===== config.mk =====
export PLATFORM = sky130hd
export DESIGN_NAME = acc_auth_engine_flat
export DESIGN_NICKNAME = d
export VERILOG_FILES = /design/src/rtl/acc_auth_engine_if.sv /design/src/rtl/acc_auth_engine.sv /design/src/flat_wrapper.sv
export SDC_FILE = /design/constraint.sdc
export NUM_CORES = 1
export LEC_CHECK = 0
export CAP_MARGIN = 20
export CORE_ASPECT_RATIO = 1.5
export CORE_MARGIN = 5
export CORE_UTILIZATION = 36
export DETAILED_ROUTE_END_ITERATION = 8
export PLACE_DENSITY = 0.6
export SLEW_MARGIN = 20
export SYNTH_ARGS = -nofsm -noshare
export SYNTH_HDL_FRONTEND = slang
export SYNTH_SLANG_ARGS = --single-unit

===== constraint.sdc =====
create_clock -name clk -period 8.25 [get_ports clk]
set_input_delay 1.2375 -clock clk [delete_from_list [all_inputs] [get_ports clk]]
set_output_delay 1.2375 -clock clk [all_outputs]
set_load 0.02 [all_outputs]

===== src/rtl/acc_auth_engine_if.sv =====
// Request/response handshake bundle for acc_auth_engine.
// master drives requests and consumes responses; slave is the engine side.
interface acc_auth_engine_if #(
  parameter int unsigned ACC_W = 4,
  parameter int unsigned PIN_W = 16
) ();
  logic             req_valid;
  logic             req_ready;
  logic [1:0]       req_op;
  logic [ACC_W-1:0] acc_num;
  logic [PIN_W-1:0] pin;
  logic [PIN_W-1:0] new_pin;
  logic             rsp_valid;
  logic             rsp_ready;
  logic [2:0]       rsp_status;
  logic [3:0]       acc_index_out;
  logic             acc_found;

  modport master (
    output req_valid, req_op, acc_num, pin, new_pin, rsp_ready,
    input  req_ready, rsp_valid, rsp_status, acc_index_out, acc_found
  );

  modport slave (
    input  req_valid, req_op, acc_num, pin, new_pin, rsp_ready,
    output req_ready, rsp_valid, rsp_status, acc_index_out, acc_found
  );
endinterface


===== src/rtl/acc_auth_engine.sv =====
// Account PIN verify / change engine with a linear one-entry-per-cycle search.
// Define AUTH_LOCKOUT_EN to add per-account fail counters and LOCKED responses.
module acc_auth_engine #(
  parameter int unsigned NUM_ACCOUNTS = 10,
  parameter int unsigned ACC_W        = 4,
  parameter int unsigned PIN_W        = 16,
  parameter int unsigned MAX_TRIES    = 3
) (
  input logic              clk,
  input logic              rst,
  acc_auth_engine_if.slave bus
);

  localparam logic [1:0] StIdle   = 2'd0;
  localparam logic [1:0] StSearch = 2'd1;
  localparam logic [1:0] StCheck  = 2'd2;
  localparam logic [1:0] StResp   = 2'd3;

  localparam logic [1:0] OpVerify = 2'd0;
  localparam logic [1:0] OpChange = 2'd1;

  localparam logic [2:0] StatOk       = 3'd0;
  localparam logic [2:0] StatNotFound = 3'd1;
  localparam logic [2:0] StatBadPin   = 3'd2;
  localparam logic [2:0] StatLocked   = 3'd3;
  localparam logic [2:0] StatSamePin  = 3'd4;
  localparam logic [2:0] StatBadOp    = 3'd5;

  localparam logic [3:0] LastIdx = 4'(NUM_ACCOUNTS - 1);

  function automatic logic [PIN_W-1:0] pin_reset(input int i);
    case (i)
      0:       return PIN_W'(1234);
      1:       return PIN_W'(2345);
      2:       return PIN_W'(3456);
      3:       return PIN_W'(4567);
      4:       return PIN_W'(5678);
      5:       return PIN_W'(6789);
      6:       return PIN_W'(7890);
      7:       return PIN_W'(8901);
      8:       return PIN_W'(9012);
      9:       return PIN_W'(7123);
      default: return PIN_W'(1000 + i);
    endcase
  endfunction

  logic [1:0]       state_q, state_d;
  logic [3:0]       idx_q, idx_d;
  logic             found_q, found_d;
  logic [2:0]       status_q, status_d;
  logic [3:0]       index_q, index_d;
  logic             acc_found_q, acc_found_d;
  logic [1:0]       op_q;
  logic [ACC_W-1:0] acc_q;
  logic [PIN_W-1:0] pin_q;
  logic [PIN_W-1:0] new_pin_q;
  logic [PIN_W-1:0] pins_q [NUM_ACCOUNTS];
  logic [PIN_W-1:0] cur_pin;
  logic             entry_match;
  logic             accept;
  logic             pin_we;
  logic             locked;

  assign accept  = (state_q == StIdle) && bus.req_valid;
  assign cur_pin = pins_q[idx_q];
  // Entry i holds account i+1; account 0 is never valid, even if i+1 wraps to 0.
  assign entry_match = (acc_q != '0) && (acc_q == ACC_W'({1'b0, idx_q} + 5'd1));

`ifdef AUTH_LOCKOUT_EN
  logic [2:0] fail_q [NUM_ACCOUNTS];
  logic       fail_inc;
  logic       fail_clr;

  assign locked = (fail_q[idx_q] == 3'(MAX_TRIES));

  always_ff @(posedge clk or posedge rst) begin
    if (rst) begin
      for (int i = 0; i < NUM_ACCOUNTS; i++) fail_q[i] <= '0;
    end else if (fail_clr) begin
      fail_q[idx_q] <= '0;
    end else if (fail_inc && (fail_q[idx_q] != 3'(MAX_TRIES))) begin
      fail_q[idx_q] <= fail_q[idx_q] + 3'd1;
    end
  end
`else
  assign locked = 1'b0;
`endif

  always_comb begin
    state_d     = state_q;
    idx_d       = idx_q;
    found_d     = found_q;
    status_d    = status_q;
    index_d     = index_q;
    acc_found_d = acc_found_q;
    pin_we      = 1'b0;
`ifdef AUTH_LOCKOUT_EN
    fail_inc    = 1'b0;
    fail_clr    = 1'b0;
`endif
    unique case (state_q)
      StIdle: begin
        if (bus.req_valid) begin
          if (bus.req_op != OpVerify && bus.req_op != OpChange) begin
            state_d     = StResp;
            status_d    = StatBadOp;
            index_d     = '0;
            acc_found_d = 1'b0;
          end else begin
            state_d = StSearch;
            idx_d   = '0;
            found_d = 1'b0;
          end
        end
      end
      StSearch: begin
        if (entry_match) begin
          found_d = 1'b1;
          state_d = StCheck;
        end else if (idx_q == LastIdx) begin
          // Misses also pass through CHECK so NOT_FOUND latency is NUM_ACCOUNTS+1.
          state_d = StCheck;
        end else begin
          idx_d = idx_q + 4'd1;
        end
      end
      StCheck: begin
        state_d     = StResp;
        acc_found_d = found_q;
        index_d     = found_q ? idx_q : 4'd0;
        if (!found_q) begin
          status_d = StatNotFound;
        end else if (locked) begin
          status_d = StatLocked;
        end else if (pin_q != cur_pin) begin
          status_d = StatBadPin;
`ifdef AUTH_LOCKOUT_EN
          fail_inc = 1'b1;
`endif
        end else begin
`ifdef AUTH_LOCKOUT_EN
          fail_clr = 1'b1;
`endif
          if (op_q == OpChange && new_pin_q == cur_pin) begin
            status_d = StatSamePin;
          end else begin
            pin_we   = (op_q == OpChange);
            status_d = StatOk;
          end
        end
      end
      StResp: begin
        if (bus.rsp_ready) state_d = StIdle;
      end
      default: state_d = StIdle;
    endcase
  end

  always_ff @(posedge clk or posedge rst) begin
    if (rst) begin
      state_q     <= StIdle;
      idx_q       <= '0;
      found_q     <= 1'b0;
      status_q    <= '0;
      index_q     <= '0;
      acc_found_q <= 1'b0;
      op_q        <= '0;
      acc_q       <= '0;
      pin_q       <= '0;
      new_pin_q   <= '0;
    end else begin
      state_q     <= state_d;
      idx_q       <= idx_d;
      found_q     <= found_d;
      status_q    <= status_d;
      index_q     <= index_d;
      acc_found_q <= acc_found_d;
      if (accept) begin
        op_q      <= bus.req_op;
        acc_q     <= bus.acc_num;
        pin_q     <= bus.pin;
        new_pin_q <= bus.new_pin;
      end
    end
  end

  always_ff @(posedge clk or posedge rst) begin
    if (rst) begin
      for (int i = 0; i < NUM_ACCOUNTS; i++) pins_q[i] <= pin_reset(i);
    end else if (pin_we) begin
      pins_q[idx_q] <= new_pin_q;
    end
  end

  assign bus.req_ready     = (state_q == StIdle);
  assign bus.rsp_valid     = (state_q == StResp);
  assign bus.rsp_status    = status_q;
  assign bus.acc_index_out = index_q;
  assign bus.acc_found     = acc_found_q;

endmodule


===== src/flat_wrapper.sv =====
// flat-port wrapper written by rule: the top's interface ports become plain ports
module acc_auth_engine_flat 
#(
  parameter int unsigned NUM_ACCOUNTS = 10,
  parameter int unsigned ACC_W        = 4,
  parameter int unsigned PIN_W        = 16,
  parameter int unsigned MAX_TRIES    = 3
)
  (clk, rst, bus_req_valid, bus_req_op, bus_acc_num, bus_pin, bus_new_pin, bus_rsp_ready, bus_req_ready, bus_rsp_valid, bus_rsp_status, bus_acc_index_out, bus_acc_found);
  acc_auth_engine_if #(.ACC_W(ACC_W), .PIN_W(PIN_W)) bus_i ();
  input logic clk;
  input logic rst;
  input wire logic [$bits(bus_i.req_valid)-1:0] bus_req_valid;
  input wire logic [$bits(bus_i.req_op)-1:0] bus_req_op;
  input wire logic [$bits(bus_i.acc_num)-1:0] bus_acc_num;
  input wire logic [$bits(bus_i.pin)-1:0] bus_pin;
  input wire logic [$bits(bus_i.new_pin)-1:0] bus_new_pin;
  input wire logic [$bits(bus_i.rsp_ready)-1:0] bus_rsp_ready;
  output wire logic [$bits(bus_i.req_ready)-1:0] bus_req_ready;
  output wire logic [$bits(bus_i.rsp_valid)-1:0] bus_rsp_valid;
  output wire logic [$bits(bus_i.rsp_status)-1:0] bus_rsp_status;
  output wire logic [$bits(bus_i.acc_index_out)-1:0] bus_acc_index_out;
  output wire logic [$bits(bus_i.acc_found)-1:0] bus_acc_found;
  assign bus_i.req_valid = bus_req_valid;
  assign bus_i.req_op = bus_req_op;
  assign bus_i.acc_num = bus_acc_num;
  assign bus_i.pin = bus_pin;
  assign bus_i.new_pin = bus_new_pin;
  assign bus_i.rsp_ready = bus_rsp_ready;
  assign bus_req_ready = bus_i.req_ready;
  assign bus_rsp_valid = bus_i.rsp_valid;
  assign bus_rsp_status = bus_i.rsp_status;
  assign bus_acc_index_out = bus_i.acc_index_out;
  assign bus_acc_found = bus_i.acc_found;
  acc_auth_engine #(.NUM_ACCOUNTS(NUM_ACCOUNTS), .ACC_W(ACC_W), .PIN_W(PIN_W), .MAX_TRIES(MAX_TRIES)) u_core (.clk(clk), .rst(rst), .bus(bus_i));
endmodule

==> impl_metrics.tcl, run 1 <==
set metrics [dict create \
    layout_commonest_cell "dfrtp_1" \
    ctsHoldBuffers 0 \
    crit_fanout 26 \
    cts_tree "done" \
    stdcell_count 1225 \
    status "finished clean" \
    synth_edf_count 0 \
    pre_cts_ws_ns 2.893 \
    viasPerCell 5.239 \
    wl_per_cell_um 20.41 \
    drc_errors 0 \
    required_ns 8.65 \
    yosys_warnings 0 \
    r2r-end "u_core.pins_q[106]$_DFFE_PP0P_" \
    grt_max_degree 92 \
    grt_pass1_wl_mm 40.01 \
    cp-end-kind "flip-flop" \
    routed_wl_mm 25.00 \
    clk_path_buf_depth 3 \
    cpPeakStageDelay_ns 0.79 \
    rows 78 \
    finalHoldViolCount 0 \
    syn_inst 776 \
    cts_setup_buffers 0 \
    start_util 0.3625 \
    path_class "flip-flop to flip-flop" \
    vias 6418 \
    drtAntennaViolNets 0 \
    r2r_slack_ns 2.93 \
    grt.total_usage 0.1462 \
    r2r_cells 10 \
    cts.repair.resized 0 \
    worst_path_max_delay_cell "dfrtp_2" \
    powerDensity_nw_per_um2 258.0 \
    stdcell_area_sq_um 12400 \
    dp_hpwl_mm 16.83 \
    antenna_found_initial 0 \
    total_power_mw 3.200 \
    nNetsFinal 859 \
    clk_pin_slew_ns 0.06 \
    drtPass1Iterations 5 \
    htreeDepth 1 \
    drive_above_1_share 0.4230 \
    die_h_um 223.4 \
    ios 52 \
    internal_power_mw 2.071 \
    syn_nets 826 \
    pwr-share-comb 0.233 \
    gp_congestion 0.8245 \
    core_sq_um 30160 \
    place_inst 1185 \
    synth-async-reset-ratio 1.000 \
    dieArea_sq_um 34030 \
    clk_latency_ns 0.52 \
    holdWs_ns 0.4815 \
    fin_crit_ns 5.317 \
    numCtsBuffers 22 \
    crit_end "u_core.pins_q[106]$_DFFE_PP0P_" \
    finalCritPeriodShare 0.6444 \
    arrival_ns 5.72 \
    fin_worst_skew_ns 0.01775 \
    sequentialPowerShare 0.465 \
    rsz0062_at_grt "no" \
    maxCapViolCount 0 \
    yosysSeqAreaShare 0.4949 \
    overflow 0 \
    ys.flop_type "dfrtp_1" \
    dpl_cell_area_sq_um 11700 \
    worstMarginPinSlew_ns 1.014 \
    r2r-start "u_core.idx_q[0]$_DFFE_PP0P_" \
    cp_cell_sequence "buf_4 > mux4_2 > and2_1 > or4_1 > a211oi_1 > and4_1 > nand3_1 > nor4_4 > buf_4 > mux2_2" \
    p_sw_mw 1.129 \
    cts_root_buf "clkbuf_16" \
    syn_to_final_growth_pct 13.44 \
    postLayoutCoreUtil 0.4113 \
    dr.first_iter.drc_count 355 \
    ys_seq_elements 213 \
    p_leak_nw 5.164 \
    grt_pass1_vias 6811 \
    die_w_um 152.3 \
    hold_class "flip-flop to flip-flop" \
    clock_sinks 213 \
    setup_tns_ns 0 \
    crit_start "u_core.idx_q[0]$_DFFE_PP0P_" \
    slew_violations 0 \
    crit_top_cell "buf_4" \
    worst_setup_path_start_kind "flip-flop" \
    ir_drop_uv 121.3 \
    final_cell_mix "dfrtp_1 (147), mux2_2 (103), mux2_4 (100), dfstp_2 (64), clkdlybuf4s50_1 (51)" \
    port_buffers 51 \
    synth_area_sq_um 10930 \
    layout_setup_ws_ns 2.933 \
    ys_types 53 \
    swShare 0.3528 \
    slew_headroom 0.3219 \
    max_freq_ghz 0.1881 \
    pwr-share-clk 0.302 \
    syn_area_per_cell_sq_um 14.09 \
    diodes 0 \
    finalSetupViolations 0 \
]
logic make-up (layout without fill, tap and decap cells):
| logic type | count (synthesis) | count (layout) | share of synthesized area |
|---|---|---|---|
| multiplexers | 265 | 265 | 0.3176 |
| flip-flops | 213 | 213 | 0.4949 |
| AND/OR/NAND/NOR | 132 | 132 | 0.07862 |
| AO/OA/AOI/OAI | 72 | 72 | 0.04555 |
| buffers and inverters | 66 | 115 | 0.03822 |
| XOR/XNOR | 20 | 20 | 0.01602 |
| adder cells (fa/ha/maj) | 8 | 8 | 0.009156 |
critical path, delay by kind of cell (launching register included):
family	cells	cell delay [ns]
muxes	2	0.90
and+or+nand+nor	5	2.44
AOI/OAI and AO/OA	1	0.25
DFF	1	0.79
buffers and inverters	2	0.80
power by group through the flow:
| stage | Sequential, mW | Clock, mW | Combinational [mW] |
|---|---|---|---|
| final | 1.49 | 0.967 | 0.744 |
| after global routing | 1.51 | 1.03 | 0.809 |
| after CTS | 1.49 | 1.00 | 0.755 |
| after detailed placement | 1.50 | 0 | 0.752 |
| after global placement | 1.50 | 0 | 0.746 |
| after floorplan | 1.27 | 0 | 0.697 |
worst min path at each step:
stage | startpoint | to | slack (ns) | depth (start not counted)
detailed placement | u_core.op_q[1]$_DFFE_PP0P_ | u_core.op_q[1]$_DFFE_PP0P_ | 0.47 | 2
floorplan | u_core.op_q[1]$_DFFE_PP0P_ | u_core.op_q[1]$_DFFE_PP0P_ | 0.45 | 2
global route | u_core.pins_q[159]$_DFFE_PP0P_ | u_core.pins_q[159]$_DFFE_PP0P_ | 0.52 | 1
CTS | u_core.op_q[1]$_DFFE_PP0P_ | u_core.op_q[1]$_DFFE_PP0P_ | 0.48 | 2
global placement | u_core.op_q[1]$_DFFE_PP0P_ | u_core.op_q[1]$_DFFE_PP0P_ | 0.46 | 2
finish | u_core.op_q[1]$_DFFE_PP0P_ | u_core.op_q[1]$_DFFE_PP0P_ | 0.48 | 2
per-layer routing:
layer	track usage	routed length (um)	vias up
met4	0.04469	566	0
li1	-	-	2918
met3	0.01688	685	35
met1	0.1943	11310	3354
met2	0.2509	12440	111
met5	0	0	-
cells in the mapped netlist, types with 8 or more instances:
| master | count | share of area |
|---|---|---|
| mux4_2 | 10 | 0.021 |
| inv_1 | 8 | 0.0027 |
| dfstp_2 | 64 | 0.15 |
| ha_1 | 8 | 0.0092 |
| mux2_2 | 103 | 0.11 |
| buf_8 | 11 | 0.015 |
| nor4_4 | 10 | 0.019 |
| mux2_4 | 100 | 0.14 |
| mux2i_1 | 48 | 0.044 |
| o22ai_1 | 21 | 0.012 |
| clkbuf_1 | 32 | 0.011 |
| o21ai_0 | 12 | 0.0055 |
| nand3_1 | 13 | 0.0060 |
| xor2_1 | 17 | 0.014 |
| dfrtp_1 | 149 | 0.34 |
| nand2_1 | 23 | 0.0079 |
| nor2_1 | 23 | 0.0079 |
| nor3_1 | 16 | 0.0073 |
| and2_1 | 14 | 0.0080 |
state kept, by name, summed over array words and instances, names as in the netlist:
register / cells
u_core.idx_q: 4
u_core.acc_q: 4
u_core.op_q: 2
u_core.found_q: 1
u_core.bus.acc_found: 1
u_core.state_q: 2
u_core.bus.rsp_status: 3
u_core.pin_q: 16
u_core.bus.acc_index_out: 4
u_core.pins_q: 160
u_core.new_pin_q: 16
area by class of cell:
type                    instances  area, sq um
clock buffers                  34        666.9
repair buffers                 67        630.6
flip-flops and latches        213         5413
fillers                      2749        17750
clock inverters                 6        32.53
inverters                       8        37.54
well taps                     400        500.5
multi-input cells             497         5121
(Power assumes the default switching activity.)
==> run 2, diff against run 1 <==
==> constraint.sdc (replaced) <==
create_clock -name clk -period 5.25 [get_ports clk]
set_input_delay 0.7875 -clock clk [delete_from_list [all_inputs] [get_ports clk]]
set_output_delay 0.7875 -clock clk [all_outputs]
set_load 0.02 [all_outputs]
==> run 2 against run 1 <==
Maximum frequency grew 26%. Critical path depth is 1 higher. Wire length decreased by 0.80%. Critical endpoint is now u_core.pins_q[26]$_DFFE_PP0P_. Die area unchanged.
==> impl_metrics.tcl, run 2 (synthesis results as in run 1) <==
set metrics [dict create \
    status "finished clean" \
    grt_pass1_wl_mm 39.66 \
    clk_latency_ns 0.53 \
    finalSetupViolations 0 \
    arrival_ns 4.61 \
    r2r-end "u_core.pins_q[26]$_DFFE_PP0P_" \
    cts_root_buf "clkbuf_16" \
    grt_use_met2 0.2486 \
    powerDensity_nw_per_um2 412.4 \
    routed_wl_mm 24.80 \
    slew_headroom 0.5477 \
    layout_setup_ws_ns 1.045 \
    r2r_cells 11 \
    hold_class "flip-flop to flip-flop" \
    dp_hpwl_mm 16.70 \
    clock_sinks 213 \
    ir_drop_uv 186.0 \
    top_register "u_core.pins_q" \
    stdcell_area_sq_um 12550 \
    grt.total_usage 0.1452 \
    cts_setup_buffers 0 \
    vias 6382 \
    path_class "flip-flop to flip-flop" \
    required_ns 5.66 \
    setup_tns_ns 0 \
    die_w_um 152.3 \
    p_leak_nw 5.226 \
    dpl_cell_area_sq_um 11790 \
    wl_per_cell_um 20.15 \
    grt.busiest_layer "met2" \
    drtAntennaViolNets 0 \
    fillers 2771 \
    clk_path_buf_depth 3 \
    dr.first_iter.drc_count 270 \
    core_sq_um 30160 \
    rsz0062_at_grt "no" \
    cts_tree "done" \
    die_h_um 223.4 \
    crit_fanout 23 \
    ios 52 \
    r2r-start "u_core.idx_q[1]$_DFFE_PP0P_" \
    diodes 0 \
    fin_worst_skew_ns 0.01666 \
    slew_violations 0 \
    fin_crit_ns 4.205 \
    drtPass1Iterations 5 \
    reg_top3 "u_core.pins_q x160, u_core.new_pin_q x16, u_core.pin_q x16" \
    worstHoldPathCells 2 \
    total_power_mw 5.176 \
    maxCapViolCount 0 \
    cp-end-kind "flip-flop" \
    htreeDepth 1 \
    antenna_found_initial 0 \
    postLayoutCoreUtil 0.4162 \
    rows 78 \
    finalHoldViolCount 0 \
    drive_above_1_share 0.4284 \
    use_met1 0.1920 \
    start_util 0.3625 \
    largest_reg_flops 160 \
    numCtsBuffers 23 \
    r2r_slack_ns 1.04 \
    nNetsFinal 864 \
    syn_to_final_growth_pct 14.80 \
    holdPathEnd "u_core.op_q[1]$_DFFE_PP0P_" \
    overflow 0 \
    cts.repair.resized 0 \
    drc_errors 0 \
    ctsHoldBuffers 0 \
    grt_max_degree 116 \
    gp_congestion 0.7761 \
    layout_commonest_cell "dfrtp_1" \
    pre_cts_ws_ns 0.9847 \
    worstMarginPinSlew_ns 0.6785 \
    hold_path_startpoint "u_core.op_q[1]$_DFFE_PP0P_" \
    clk_pin_slew_ns 0.06 \
    grt_use_met3 0.01882 \
    final_cell_mix "dfrtp_1 (147), mux2_2 (103), mux2_4 (100), dfstp_2 (64), clkdlybuf4s50_1 (51)" \
    max_freq_ghz 0.2378 \
    stdcell_count 1231 \
    finalCritPeriodShare 0.8010 \
    viasPerCell 5.184 \
    place_inst 1189 \
    grt_pass1_vias 6952 \
    port_buffers 51 \
    holdWs_ns 0.4885 \
    worst_setup_path_start_kind "flip-flop" \
    dieArea_sq_um 34030 \
]
[run 2: cell count changes in the layout (fill, tap and decap cells not counted), sizes merged]
cell / previous run / this run
clkbuf: 34 / 32
clkinv: 5 / 6
buf: 16 / 20
clkinvlp: 1 / 2
bufinv: 0 / 2
[run 2: worst max-delay path by stage]
stage | end | slack [ns] | from
detailed placement | u_core.pins_q[26]$_DFFE_PP0P_ | 0.98 | u_core.idx_q[1]$_DFFE_PP0P_
global placement | u_core.pins_q[26]$_DFFE_PP0P_ | 1.00 | u_core.idx_q[1]$_DFFE_PP0P_
finish | u_core.pins_q[26]$_DFFE_PP0P_ | 1.04 | u_core.idx_q[1]$_DFFE_PP0P_
global route | u_core.pins_q[27]$_DFFE_PP0P_ | 0.81 | u_core.idx_q[1]$_DFFE_PP0P_
CTS | u_core.pins_q[26]$_DFFE_PP0P_ | 0.99 | u_core.idx_q[1]$_DFFE_PP0P_
floorplan | u_core.acc_q[0]$_DFFE_PP0P_ | 1.74 | rst
[run 2: power breakdown]
group | internal, mW | switching, mW
clock network | 0.966 | 0.672
registers | 1.83 | 0.471
logic | 0.572 | 0.663
total | 3.37 | 1.81
[run 2: metal layers]
metal,part of all wire,up-vias
met2,0.50,104
met5,0,-
met3,0.042,33
met1,0.44,3318
met4,0.022,0
li1,-,2927
[run 2: cell type report]
type,instances,area (sq um),area share
Timing Repair Buffer,71,723.2,0.05762
Inverter,8,33.78,0.002692
Multi-Input combinational cell,497,5121,0.4080
Clock buffer,32,649.4,0.05174
Tap cell,400,500.5,0.03988
Sequential cell,213,5413,0.4313
Clock inverter,10,110.1,0.008773
[run 2: critical path, stage by stage (launching register included)]
cell and delay (ns):
dfrtp_2 0.72, buf_12 0.27, mux2_2 0.38, a222oi_1 0.52
a21oi_1 0.17, a211oi_1 0.25, and4_1 0.29, nand3_1 0.09
buf_4 0.23, nor4_4 0.58, buf_12 0.23, mux2_2 0.34
==> run 3, diff against run 2 <==
--- a/config.mk
+++ b/config.mk
@@ -10,7 +10,7 @@
 export CORE_MARGIN = 5
 export CORE_UTILIZATION = 36
 export DETAILED_ROUTE_END_ITERATION = 8
-export PLACE_DENSITY = 0.6
+export PLACE_DENSITY = 0.62
 export SLEW_MARGIN = 20
 export SYNTH_ARGS = -nofsm -noshare
 export SYNTH_HDL_FRONTEND = slang
==> constraint.sdc (replaced) <==
create_clock -name clk -period 3.5 [get_ports clk]
set_input_delay 0.525 -clock clk [delete_from_list [all_inputs] [get_ports clk]]
set_output_delay 0.525 -clock clk [all_outputs]
set_load 0.02 [all_outputs]
==> run 3 against run 2 <==
The flow now finishes with violations (negative setup slack). Hold slack worse by 0.031 ns. Worst setup slack got worse by 1.2 ns. Clock skew decreased by 0.0035 ns. Global-route usage grew 1.4 points. Combinational power rose by 110%. Via count increased by 8.0%. Final cell count grew 8.0%. Critical path type unchanged.
==> impl_metrics.tcl, run 3 (synthesis results as in run 1) <==
set metrics [dict create \
    cp_cell_sequence "buf_12 > mux4_2 > and2_4 > or4_4 > a211oi_2 > and4_4 > nand3_4 > buf_12 > nor4_4 > buf_4 > buf_6 > mux2_2" \
    status "finished with violations" \
    worst_setup_path_start_kind "flip-flop" \
    crit_top_cell "buf_12" \
    viasPerCell 5.183 \
    r2r-start "u_core.idx_q[0]$_DFFE_PP0P_" \
    drive_above_1_share 0.5172 \
    ff_latch_area_sq_um 5413 \
    nNetsFinal 964 \
    drtAntennaViolNets 0 \
    syn_to_final_growth_pct 27.66 \
    crit_fanout 8 \
    cts_tree "done" \
    stdcell_area_sq_um 13960 \
    dp_hpwl_mm 18.32 \
    hold_class "input port to asynchronous set/reset pin" \
    violations "negative setup slack" \
    dieArea_sq_um 34030 \
    ir_drop_uv 313.1 \
    grt_pass1_wl_mm 43.30 \
    clock_sinks 213 \
    finalHoldViolCount 0 \
    worst_path_max_delay_cell "mux4_2" \
    max_freq_ghz 0.2772 \
    sequentialPowerShare 0.391 \
    largest_reg_flops 160 \
    clk_latency_ns 0.52 \
    cpPeakStageDelay_ns 0.49 \
    reg_top3 "u_core.pins_q x160, u_core.new_pin_q x16, u_core.pin_q x16" \
    pwr-share-clk 0.300 \
    layout_setup_ws_ns -0.1074 \
    antenna_found_initial 0 \
    die_w_um 152.3 \
    rsz0062_at_grt "yes" \
    numCtsBuffers 22 \
    htreeDepth 1 \
    die_h_um 223.4 \
    finalSetupViolations 108 \
    gp_congestion 0.8377 \
    start_util 0.3625 \
    ios 52 \
    clk_pin_slew_ns 0.07 \
    powerDensity_nw_per_um2 598.4 \
    pwr-share-comb 0.309 \
    fillers 2658 \
    total_power_mw 8.352 \
    final_cell_mix "dfrtp_1 (147), mux2_4 (136), buf_4 (77), mux2_2 (67), dfstp_2 (64)" \
    multi_input_area_sq_um 5406 \
    pre_cts_ws_ns -0.1749 \
    drtPass1Iterations 4 \
    p_leak_nw 5.910 \
    slew_violations 0 \
    fin_worst_skew_ns 0.01315 \
    path_class "flip-flop to flip-flop" \
    routed_wl_mm 27.77 \
    top_register "u_core.pins_q" \
    required_ns 3.90 \
    cts_root_buf "clkbuf_16" \
    core_sq_um 30160 \
    fin_crit_ns 3.607 \
    layout_commonest_cell "dfrtp_1" \
    swShare 0.3400 \
    finalCritPeriodShare 1.031 \
    overflow 0 \
    diodes 0 \
    dpl_cell_area_sq_um 12510 \
    maxCapViolCount 0 \
    p_sw_mw 2.840 \
    crit_start "u_core.idx_q[0]$_DFFE_PP0P_" \
    rows 78 \
    internal_power_mw 5.513 \
    dr.first_iter.drc_count 392 \
    vias 6894 \
    arrival_ns 4.01 \
    worstMarginPinSlew_ns 0.6632 \
    port_buffers 51 \
    ctsHoldBuffers 0 \
    grt_pass1_vias 7356 \
    drc_errors 0 \
    clk_path_buf_depth 3 \
    grt.total_usage 0.1595 \
    cp-end-kind "flip-flop" \
    slew_headroom 0.5569 \
    wl_per_cell_um 20.88 \
    grt_max_degree 76 \
]
==> run 3: cell count changes in the layout (fill, tap and decap cells not counted), sizes merged <==
cell      delta
buf         +97
clkbuf       +4
clkinv       -3
bufinv       +1
clkinvlp     +1
inv          -1
==> run 3: what timing repair did <==
| action | CTS | global route |
|---|---|---|
| setup buffers | 6 | 14 |
| gates cloned | 3 | 2 |
| pin swaps | 21 | 14 |
| gates resized for setup | 64 | 26 |
| endpoints found under the setup margin | 160 | 160 |
==> run 3: layer usage <==
| layer | part of all wire | wire, um | track usage |
|---|---|---|---|
| met5 | 0 | 0 | 0 |
| met4 | 0.039 | 1077 | 0.06616 |
| met2 | 0.51 | 14150 | 0.2827 |
| met1 | 0.41 | 11490 | 0.1945 |
| met3 | 0.038 | 1060 | 0.02193 |
==> run 3: power by group through the flow <==
stage	combinational, mW	sequential, mW	clock [mW]
4_1_cts	2.50	3.26	2.56
6_report	2.58	3.26	2.51
2_1_floorplan	1.64	3.00	0
3_5_place_dp	2.42	3.29	0
3_3_place_gp	2.40	3.28	0
5_1_grt	2.78	3.32	2.67
==> run 3: path summary, 6_finish.rpt <==
| path | end | cells past startpoint | slack, ns |
|---|---|---|---|
| setup / recovery | u_core.pins_q[124]$_DFFE_PP0P_ | 12 | -0.11 |
| hold / removal | u_core.pin_q[13]$_DFFE_PP0P_ | 2 | 0.46 |
| setup reg to reg | u_core.pins_q[124]$_DFFE_PP0P_ | 12 | -0.11 |
| hold reg to reg | u_core.op_q[1]$_DFFE_PP0P_ | 2 | 0.48 |
| max in group asynchronous | u_core.pins_q[108]$_DFFE_PP1P_ | 3 | 2.19 |
| min in group clk | u_core.op_q[1]$_DFFE_PP0P_ | 2 | 0.48 |
==> run 3: final cells by class <==
class,instances,area share
clock inverters,8,0.008606
clock buffers,32,0.04653
inverters,8,0.002420
repair buffers,172,0.1314
multi-input cells,497,0.3874
flip-flops and latches,213,0.3878
well taps,400,0.03586
==> run 3: per-stage QoR <==
step / utilization / TNS, ns / hold WS (ns) / instances
floorplan: - / 0 / 0.4477 / 776
global placement: 0.4147 / -16.80 / 0.4615 / 1265
detailed placement: 0.4147 / -15.72 / 0.4687 / 1265
CTS: 0.4530 / -2.233 / 0.4651 / 1314
global route: 0.4628 / -19.45 / 0.5044 / 1330
finish: 0.4628 / -3.998 / 0.4578 / 1330
==> run 3: worst max-delay path: cells and delay by family (launching register included) <==
family	cells	cell delay, ns
and+or+nand+nor	5	1.29
muxes	2	0.82
buffers and inverters	4	0.67
DFF	1	0.44
AOI/OAI and AO/OA	1	0.26
